File: src/rtl/hermes_route_arbiter.sv
// hermes_route_arbiter
//   Routing/allocation controller of a Hermes router. Round-robin arbitration
//   over the input buffers' routing requests, XY routing of the winner's head
//   flit, output allocation, and the input<->output connection tables that
//   steer the crossbar. A connection is torn down when its input's sending
//   flag falls.
//
//   Optional feature: define HERMES_ARB_LOCAL_PRIO_EN to give a pending LOCAL
//   request absolute priority in IDLE. Without it, the winner is chosen by
//   pure round-robin.
//
// Ports
//   clk_i       clock, rising edge
//   rst_ni      asynchronous active-low reset
//   req_i       routing request per input, held until its req_ack_o pulse
//   header_i    head flit per input; target X = [15:8], Y = [7:0]
//   sending_i   per-input payload-in-progress flag
//   req_ack_o   one-cycle grant pulse to the selected input
//   out_busy_o  output allocated
//   out_sel_o   input index feeding each output (valid when busy)
//   in_busy_o   input connected
//   in_sel_o    output index each input drives (valid when busy)
//   Port index map: EAST=0, WEST=1, NORTH=2, SOUTH=3, LOCAL=4.
module hermes_route_arbiter #(
    parameter int unsigned NPORT     = 5,
    parameter int unsigned FLIT_SIZE = 32,
    parameter logic [15:0] ADDRESS   = 16'h0000
) (
    input  logic                                clk_i,
    input  logic                                rst_ni,
    input  logic [NPORT-1:0]                    req_i,
    input  logic [NPORT-1:0][FLIT_SIZE-1:0]     header_i,
    input  logic [NPORT-1:0]                    sending_i,
    output logic [NPORT-1:0]                    req_ack_o,
    output logic [NPORT-1:0]                    out_busy_o,
    output logic [NPORT-1:0][2:0]               out_sel_o,
    output logic [NPORT-1:0]                    in_busy_o,
    output logic [NPORT-1:0][2:0]               in_sel_o
);

    localparam logic [2:0] EAST  = 3'd0;
    localparam logic [2:0] WEST  = 3'd1;
    localparam logic [2:0] NORTH = 3'd2;
    localparam logic [2:0] SOUTH = 3'd3;
    localparam logic [2:0] LOCAL = 3'd4;

    localparam logic [7:0] ADDR_X = ADDRESS[15:8];
    localparam logic [7:0] ADDR_Y = ADDRESS[7:0];

    typedef enum logic [2:0] {
        IDLE  = 3'b001,
        ROUTE = 3'b010,
        GRANT = 3'b100
    } state_e;

    state_e                 state_q, state_d;
    logic [2:0]             ptr_q, ptr_d;
    logic [2:0]             winner_q, winner_d;
    logic [2:0]             dest_q, dest_d;
    logic [NPORT-1:0]       sending_q;
    logic [NPORT-1:0]       out_busy_q, out_busy_d;
    logic [NPORT-1:0][2:0]  out_sel_q, out_sel_d;
    logic [NPORT-1:0]       in_busy_q, in_busy_d;
    logic [NPORT-1:0][2:0]  in_sel_q, in_sel_d;

    logic [2:0]             pick;
    logic [2:0]             route;
    logic                   grant;
    logic [7:0]             tx, ty;
    logic                   hdr_unused;

    // Only the 16 address bits of the head flit take part in routing.
    assign hdr_unused = ^header_i;

    // First requester at or above the pointer, wrapping modulo NPORT.
    always_comb begin
        int unsigned slot;
        logic        found;
        pick  = '0;
        found = 1'b0;
        slot  = 0;
        for (int unsigned k = 0; k < NPORT; k++) begin
            slot = 32'(ptr_q) + k;
            if (slot >= NPORT) slot = slot - NPORT;
            if (!found && req_i[3'(slot)]) begin
                pick  = 3'(slot);
                found = 1'b1;
            end
        end
`ifdef HERMES_ARB_LOCAL_PRIO_EN
        if (req_i[LOCAL]) pick = LOCAL;
`endif
    end

    // XY routing: resolve X first, then Y, unsigned 8-bit compares.
    always_comb begin
        tx = header_i[winner_q][15:8];
        ty = header_i[winner_q][7:0];
        if (tx > ADDR_X)      route = EAST;
        else if (tx < ADDR_X) route = WEST;
        else if (ty > ADDR_Y) route = NORTH;
        else if (ty < ADDR_Y) route = SOUTH;
        else                  route = LOCAL;
    end

    always_comb begin
        state_d   = state_q;
        ptr_d     = ptr_q;
        winner_d  = winner_q;
        dest_d    = dest_q;
        grant     = 1'b0;
        req_ack_o = '0;
        case (state_q)
            IDLE: begin
                if (|req_i) begin
                    winner_d = pick;
                    state_d  = ROUTE;
                end
            end
            ROUTE: begin
                dest_d  = route;
                state_d = GRANT;
            end
            GRANT: begin
                // Registered busy bit: a release on this same edge is not
                // visible yet, so the request is simply retried next pass.
                if (!out_busy_q[dest_q]) begin
                    grant               = 1'b1;
                    req_ack_o[winner_q] = 1'b1;
                end
                ptr_d   = (winner_q == 3'(NPORT - 1)) ? '0 : winner_q + 3'd1;
                state_d = IDLE;
            end
            default: state_d = IDLE;
        endcase
    end

    // Connection tables: releases first, then a new grant. A grant never
    // targets an output being released, since it requires that output free.
    always_comb begin
        out_busy_d = out_busy_q;
        out_sel_d  = out_sel_q;
        in_busy_d  = in_busy_q;
        in_sel_d   = in_sel_q;
        for (int unsigned i = 0; i < NPORT; i++) begin
            if (sending_q[i] && !sending_i[i] && in_busy_q[i]) begin
                in_busy_d[i]              = 1'b0;
                out_busy_d[in_sel_q[i]]   = 1'b0;
            end
        end
        if (grant) begin
            out_busy_d[dest_q]  = 1'b1;
            out_sel_d[dest_q]   = winner_q;
            in_busy_d[winner_q] = 1'b1;
            in_sel_d[winner_q]  = dest_q;
        end
    end

    always_ff @(posedge clk_i or negedge rst_ni) begin
        if (!rst_ni) begin
            state_q    <= IDLE;
            ptr_q      <= '0;
            winner_q   <= '0;
            dest_q     <= '0;
            sending_q  <= '0;
            out_busy_q <= '0;
            out_sel_q  <= '0;
            in_busy_q  <= '0;
            in_sel_q   <= '0;
        end else begin
            state_q    <= state_d;
            ptr_q      <= ptr_d;
            winner_q   <= winner_d;
            dest_q     <= dest_d;
            sending_q  <= sending_i;
            out_busy_q <= out_busy_d;
            out_sel_q  <= out_sel_d;
            in_busy_q  <= in_busy_d;
            in_sel_q   <= in_sel_d;
        end
    end

    assign out_busy_o = out_busy_q;
    assign out_sel_o  = out_sel_q;
    assign in_busy_o  = in_busy_q;
    assign in_sel_o   = in_sel_q;

endmodule

File: config.mk
export PLATFORM = sky130hd
export DESIGN_NAME = hermes_route_arbiter
export DESIGN_NICKNAME = d
export VERILOG_FILES = /design/src/rtl/hermes_route_arbiter.sv
export SDC_FILE = /design/constraint.sdc
export NUM_CORES = 1
export LEC_CHECK = 0
export ABC_CLOCK_PERIOD_IN_PS = 4000
export CORE_MARGIN = 4
export CORE_UTILIZATION = 37
export DETAILED_ROUTE_END_ITERATION = 8
export PLACE_DENSITY = 0.79
export SLEW_MARGIN = 20
export SYNTH_ARGS = -nofsm -noshare
export SYNTH_HDL_FRONTEND = slang
export SYNTH_SLANG_ARGS = --single-unit
File: constraint.sdc
create_clock -name clk_i -period 4 [get_ports clk_i]
set_input_delay 0.8 -clock clk_i [delete_from_list [all_inputs] [get_ports clk_i]]
set_output_delay 0.8 -clock clk_i [all_outputs]
set_load 0.01 [all_outputs]
## Word-level counts from Yosys, hierarchy flattened

Cells that the tools add are included.
Widths: inputs -> output; s select.

- $lt $le $gt $ge: 28
- Bitwise gates (word level): 12
- Mux-type cells: 71
- Reductions and logical operators: 32
- Add/subtract/negate cells: 10
- Equal/unequal tests: 5

Operators with widths:

| cell | number |
|---|---|
| $bmux 32 s3 | 1 |
| $mux 3 | 18 |
| $lt 3x4->1 const B | 12 |
| $mux 5 | 9 |
| $bwmux 15 | 2 |
| $and 5x5->5 | 5 |
| $not 5->5 | 5 |
| $mux 1 | 24 |
| $demux 1 s3 | 7 |
| $ge 3x1->1 const B | 7 |
| $logic_and 1x1->1 | 21 |
| $bmux 1 s3 | 6 |
| $demux 3 s3 | 2 |
| $ge 4x3->1 const B | 4 |
| $gt 8x1->1 const B | 2 |
| $lt 8x1->1 const B | 2 |
| $mux 16 | 1 |
| $sub 3x3->3 const B | 5 |
| $or 5x5->5 | 2 |
| $logic_not 1->1 | 9 |
| $add 3x2->4 const B | 2 |
| $eq 3x3->1 const B | 2 |
| $pmux 3 s2 | 1 |
| $reduce_or 5->1 | 1 |
| other kinds (8) | 8 |

- Input port bits: 172
- Flip-flop bits (word level): 57
- Logic and storage cells: 175
- Output and inout bits: 45

## Depth between registers and ports, before layout

Gate-level depths: netlist of run 1.

- Depth in word-level cells: 17
- Gate-level depth with buffers: 13
- Depth with buffers taken out: 12

## Worst setup path before layout of run 1

No wires, ideal clock.

- Path kind: register -> register
- Start: register ptr_q[1]
- End: register winner_q[0]
- Stages on the path, launching flop included: 12
- Data required time: 3.850 ns
- Library setup time: 0.150 ns
- Clock period less this slack: 2.955 ns
- Path slack: 1.045 ns
- Buffers on the path: 1
- Data arrival time: 2.805 ns
- Cell sequence: dfrtp_1 buf_2 inv_1 ha_1 ha_1 or2_2 o21ai_0 or4b_1 nand2_1 nand4b_4 o2111a_1 a31oi_1

- Longest elaborated chain between the ends: 17
- Elaborated cells between the ends (all ways): 46
- Those cells by class: 9 x add/sub; 5 x order compare; 24 x mux; 8 x reduce/logical

Ends and longest elaborated chain:

| element | RTL line | RTL |
|---|---|---|
| from (decl) | 57 | `logic [2:0] ptr_q, ptr_d;` |
| from (signal assigned) | 172 | `ptr_q <= ptr_d;` |
| branches (longest 16 deep; another with $add 3x1->4) | n/a |  |
| $mux 3 * | 85 | `if (!found && req_i[3'(slot)]) begin` |
| to (signal assigned) | 173 | `winner_q <= winner_d;` |
| to (decl) | 58 | `logic [2:0] winner_q, winner_d;` |

Mark *: on every way between the ends. The select of a mux whose other input is x is not followed.
A chain may end at the register's enable or synchronous reset.

## Worst setup path after layout of run 1

- Start: register dest_q[2]
- End: output port req_ack_o[3]

- Longest elaborated chain between the ends: 4

Ends and longest elaborated chain:

| element | RTL line | RTL |
|---|---|---|
| from (decl) | 59 | `logic [2:0] dest_q, dest_d;` |
| from (signal assigned) | 174 | `dest_q <= dest_d;` |
| $bmux 1 s3 | 127 | `if (!out_busy_q[dest_q]) begin` |
| $mux 1 (not written as such) | 127 |  |
| $mux 5 | 127 |  |
| $mux 5 | 113 | `case (state_q)` |
| to (decl) | 34 | `output logic [NPORT-1:0] req_ack_o,` |

Every way passes these cells. The select of a mux whose other input is x is not followed.

==> results.yml, run 1 <==
power_and_ir_drop:
  p_per_area_nw_per_um2: 701
  peakVddDrop_uv: 511
  p_leak_nw: 1.98
  p_switching_mw: 1.55
  p_seq_frac: 0.222
  p_int_mw: 1.74
  p_clk_frac: 0.083
  swShare: 0.471
  total_power_mw: 3.29
  combPwrFrac: 0.695
critical_path:
  path_buf_inv: 2
  arrival_ps: 2690
  start_kind: "flop"
  crit_required_ps: 3200
  crit_type: "reg2out"
  cpMaxStageDelayCell: "dfrtp_1"
  max_stage_delay_ps: 610
  path_cells: "mux2i_1 -> nor2_1 -> or3_1 -> nor4_1 -> buf_4 -> clkdlybuf4s50_1"
  crit_fanout: 11
  setup.worst_path.end_class: "output pin"
  cp_top_family: "simple AND/OR/NAND/NOR gates"
die:
  num_rows: 34
  start_util: 0.382
  die_h_um: 103
  design.die.area_um2: 10600
  die_x_um: 103
  core_um2: 8760
  io_pins: 217
sta:
  max_slew_margin: 0.375
  tightestPinTransition_ps: 938
  hold_viol: 0
  fmax_ghz: 0.287
  finalWorstSetupSlack_ps: 514
  finClkSkew_ps: 7.43
  setup_viol: 0
  tns_ps: 0
  fin_crit_ps: 3490
  rsz0062_at_grt: "no"
  slew_violations: 0
  fin_crit_sh: 0.871
yosys:
  synth_area_um2: 3350
  async_flop_share: 1.00
  synth_top_area_cell: "dfrtp_1"
  synth_top_area_share: 0.314
  yosys-top-cells-count: "44 x nand2_1, 42 x dfrtp_1, 27 x nor2_1"
  ys_warn_count: 0
  yosysMostFrequentCell: "nand2_1"
  ys_seq_area_frac: 0.322
  syn_inst: 382
  ys_types: 70
  synth_edf_count: 0
  synth_flop_cell: "dfrtp_1"
  avgSynthCellArea_um2: 8.76
  synth-seq-cells: 43
  synthTopCellsByArea: "dfrtp_1 31%, nand2_1 4.9%, nor4_1 4.1%"
clocking:
  clockBufferDepth: 2
  cts-root-buf: "clkbuf_8"
  clk_pin_slew_ps: 80
  h-tree-depth: 2
  post_cts_buffers: 0
  cts_tree: "done"
  cts_buffers: 5
  clk-insertion-delay-late_ps: 300
  cts-hold-fix-buffers: 0
  post_cts_resize_count: 0
  cts_sinks: 43
grt:
  grt_antenna_before_repair: 0
  grt_max_degree: 44
  grt_pass1_wl_um: 16200
  grt_remaining_overflow: 0
  grt_util_all_layers: 0.192
  grt_pass1_vias: 3282
final_layout:
  final_cell_area_um2: 4700
  final_nets: 684
  multiInputGateArea_um2: 2050
  layout.area.seq_um2: 1080
  area_growth_pct: 40.4
  n_antenna_cell: 0
  nFillCells: 827
  drive_gt1_frac: 0.0857
route:
  drt_wl_total_um: 10500
  routed_via_density: 5.65
  drtPass1Iterations: 4
  ant_nets: 0
  post-route-drc-count: 0
  drt-initial-drc-count: 163
  num_vias: 3448
  wire_per_inst_um: 17.2
placed_design:
  dpl-instance-area_um2: 4610
  place_ws_ps: 668
  port_buffers: 123
  place.gp.congestion: 0.873
  hpwl_um: 8300
run_status:
  outcome: "finished clean"
worst_hold_path:
  hold_class: "reg2reg"
run:
  max_cap_viol_count: 0
## cell families (layout without fill, tap and decap cells)
logic type / Yosys count / count (layout) / share of synthesized area
AOI/OAI and AO/OA: 92 / 92 / 0.202
xor gates and xnor gates: 2 / 2 / 0.00523
adders and majority gates: 11 / 11 / 0.0434
buffers and inverters: 49 / 157 / 0.0796
DFF: 43 / 43 / 0.322
muxes: 21 / 21 / 0.0834
other: 1 / 13 / 0.00112
and+or+nand+nor: 163 / 163 / 0.264
## power groups by stage
stage          clock network, mW  logic (mW)  registers (mW)
5_1_grt                    0.296        2.52           0.751
3_5_place_dp                   0        2.27           0.736
4_1_cts                    0.276        2.28           0.727
3_3_place_gp                   0        2.22           0.730
6_report                   0.274        2.29           0.730
2_1_floorplan                  0        1.57           0.734
## metrics by stage
stage,hold WS (ps),utilization,cells
after detailed placement,476,0.526,602
after global routing,529,0.536,610
after floorplan,504,-,394
final,492,0.536,610
after CTS,494,0.536,610
after global placement,465,0.526,602
## layout make-up
cell class / instances / share of cell area
clock buffer: 5 / 0.0146
inverter: 19 / 0.0152
tap: 108 / 0.0288
clock inverter: 3 / 0.00426
sequential: 43 / 0.229
multi-input combinational: 302 / 0.436
timing repair buffer: 130 / 0.272
## cell usage in the layout, fill, tap and decap left out, types with 5 or more instances in the layout
cell             count
nor4_1              22
a22oi_1              6
mux2i_1              5
clkbuf_8             5
buf_4                7
a21oi_1             10
nand3_1             10
nor2_1              27
inv_1               16
nor3b_1              5
mux2_2              12
a21o_1               6
o21ai_0             24
nand2b_1             9
ha_1                10
nand2_1             44
nand3b_1            10
o22ai_1              7
dfrtp_1             42
nor3_1              10
conb_1              13
clkdlybuf4s50_1    122
## flip-flops by register name, summed over array words and instances (netlist names)
name	cells
out_sel_o	9
sending_q	5
winner_q	3
in_sel_o	10
dest_q	2
in_busy_o	5
ptr_q	3
out_busy_o	3
state_q	3
## worst min-delay path, stage by stage, from the launching register on
cell and delay [ps]:
dfrtp_1 350, nand2_1 50, o21ai_0 60
## metal layers
layer  track usage  routed length, um
met1         0.223               4140
met2         0.349               5200
met3        0.0501               1050
met4        0.0458                114
met5             0                  0
## worst paths after layout
kind / from / depth (start not counted) / to / slack [ps]
worst min register to register: out_sel_o[12]$_DFFE_PN0P_ / 2 / out_sel_o[12]$_DFFE_PN0P_ / 490
worst min-delay path: out_sel_o[12]$_DFFE_PN0P_ / 2 / out_sel_o[12]$_DFFE_PN0P_ / 490
max in group asynchronous: rst_ni / 1 / dest_q[1]$_DFFE_PN0N_ / 2770
worst max-delay path: dest_q[2]$_DFFE_PN0N_ / 6 / req_ack_o[3] / 510
worst max register to register: ptr_q[0]$_DFFE_PN0P_ / 10 / winner_q[1]$_DFFE_PN0P_ / 740
min in group asynchronous: rst_ni / 1 / sending_q[3]$_DFF_PN0_ / 640
(Power assumes the default switching activity.)
==> run 2: changes to the inputs <==
- ABC_CLOCK_PERIOD_IN_PS: 4000 -> 3400
- clock period: 4 -> 3.4 ns (I/O delays scaled with it)
==> results.yml, run 2 (synthesis gave the netlist of run 1 again) <==
clocking:
  cts_buffers: 5
  h-tree-depth: 2
  cts_sinks: 43
  cts-hold-fix-buffers: 0
  clockBufferDepth: 2
  post_cts_buffers: 0
  cts-root-buf: "clkbuf_8"
  clk_pin_slew_ps: 80
  clk-insertion-delay-late_ps: 300
  cts_tree: "done"
  post_cts_resize_count: 0
placed_design:
  place.gp.congestion: 0.889
  hpwl_um: 8580
  port_buffers: 123
  place_ws_ps: 245
final_layout:
  drive_gt1_frac: 0.110
  area_growth_pct: 44.3
  largest_reg_flops: 10
  final_util: 0.551
  final_nets: 698
  n_antenna_cell: 0
  multiInputGateArea_um2: 2050
  nFillCells: 792
  mostFrequentLayoutCells: "122 x clkdlybuf4s50_1, 44 x nand2_1, 42 x dfrtp_1, 27 x nor2_1, 24 x o21ai_0"
  mostFrequentLayoutCell: "clkdlybuf4s50_1"
  layout.area.seq_um2: 1080
die:
  num_rows: 34
  die_h_um: 103
  design.die.area_um2: 10600
  core_um2: 8760
  start_util: 0.382
  die_x_um: 103
  io_pins: 217
worst_hold_path:
  min_from: "out_sel_o[14]$_DFFE_PN0P_"
  hold_class: "reg2reg"
  holdPathEnd: "out_sel_o[14]$_DFFE_PN0P_"
  whs_path_depth: 2
critical_path:
  r2r-end: "winner_q[1]$_DFFE_PN0P_"
  r2r_slack_ps: 250
  crit_required_ps: 3560
  crit_fanout: 9
  path_cells: "ha_1 -> inv_1 -> fa_1 -> or4_1 -> a211oi_2 -> a41oi_2 -> nor3b_1 -> a22oi_1 -> o211a_1 -> o22ai_1"
  r2r_cells: 10
  crit_type: "reg2reg"
  cpMaxStageDelayCell: "dfrtp_1"
  setup.worst_path.end_class: "flop"
  worstReg2RegStart: "ptr_q[1]$_DFFE_PN0P_"
  arrival_ps: 3310
  max_stage_delay_ps: 540
  start_kind: "flop"
route:
  post-route-drc-count: 0
  top_layer: "met4"
  drt-initial-drc-count: 165
  wirelength_met1_um: 4040
  dr_wl_met3_um: 1130
  routed_via_density: 5.63
  wl_met2_um: 5350
  ant_nets: 0
  drt_wl_total_um: 10700
  wire_per_inst_um: 17.2
  drtPass1Iterations: 6
  num_vias: 3510
run_status:
  outcome: "finished clean"
sta:
  setup_viol: 0
  finClkSkew_ps: 5.89
  rsz0062_at_grt: "no"
  tns_ps: 0
  fin_crit_ps: 3150
  finalWorstSetupSlack_ps: 252
  fin_crit_sh: 0.926
  hold_viol: 0
  tightestPinTransition_ps: 932
  fmax_ghz: 0.318
  slew_violations: 0
  max_slew_margin: 0.379
grt:
  grt_pass1_vias: 3402
  grt_util_all_layers: 0.197
  grt_remaining_overflow: 0
  grt_max_degree: 44
  grt_pass1_wl_um: 16600
  grt_antenna_before_repair: 0
power_and_ir_drop:
  p_clk_frac: 0.097
  p_seq_frac: 0.214
  peakVddDrop_uv: 621
  p_switching_mw: 1.86
  p_per_area_nw_per_um2: 844
  p_int_mw: 2.22
  combPwrFrac: 0.689
  p_leak_nw: 2.07
  swShare: 0.455
run:
  max_cap_viol_count: 0
run 2: how the worst max path moves through the flow:
stage	from	slack, ps	cells past startpoint	end
finish	ptr_q[1]$_DFFE_PN0P_	250	10	winner_q[1]$_DFFE_PN0P_
global route	state_q[1]$_DFFE_PN0P_	100	6	req_ack_o[1]
CTS	ptr_q[1]$_DFFE_PN0P_	300	10	winner_q[1]$_DFFE_PN0P_
detailed placement	req_i[3]	250	10	winner_q[1]$_DFFE_PN0P_
global placement	req_i[3]	270	9	winner_q[1]$_DFFE_PN0P_
floorplan	ptr_q[1]$_DFFE_PN0P_	440	11	winner_q[0]$_DFFE_PN0P_
run 2: through the flow:
step | area [um^2] | instances | total power, mW | hold WS (ps)
floorplan | 3390 | 394 | 2.71 | 384
global placement | 4720 | 616 | 3.58 | 466
detailed placement | 4720 | 616 | 3.65 | 473
CTS | 4830 | 624 | 4.07 | 490
global route | 4830 | 624 | 4.41 | 527
finish | 4830 | 624 | 4.08 | 485
run 2: metal layers:
metal,up-vias,GRT usage
li1,1676,-
met1,1643,0.234
met2,174,0.353
met3,17,0.0413
met4,0,0.0637
met5,-,0
run 2: layout make-up:
| cell class | instances | area share |
|---|---|---|
| sequential | 43 | 0.223 |
| multi-input combinational | 302 | 0.424 |
| clock buffer | 5 | 0.0143 |
| inverter | 19 | 0.0148 |
| tap | 108 | 0.0280 |
| clock inverter | 3 | 0.00907 |
| timing repair buffer | 144 | 0.287 |
run 2: critical path: cells and delay by family, from the launching register on:
kind                     cells  cell delay [ps]
buffers and inverters        1               50
adder cells (fa/ha/maj)      2              680
AO/OA/AOI/OAI                5              970
flip-flops                   1              540
AND/OR/NAND/NOR              2              780
run 2: power by group through the flow:
stage	Combinational [mW]	Sequential, mW	Clock (mW)
2_1_floorplan	1.84	0.863	0
3_3_place_gp	2.71	0.875	0
3_5_place_dp	2.77	0.883	0
4_1_cts	2.79	0.874	0.404
5_1_grt	3.08	0.899	0.424
6_report	2.81	0.874	0.395
==> run 3: changes to the inputs <==
- ABC_CLOCK_PERIOD_IN_PS: 3400 -> default
==> results of run 3 <==
Same layout as run 2: the final DEF is identical, and so are final timing and power.
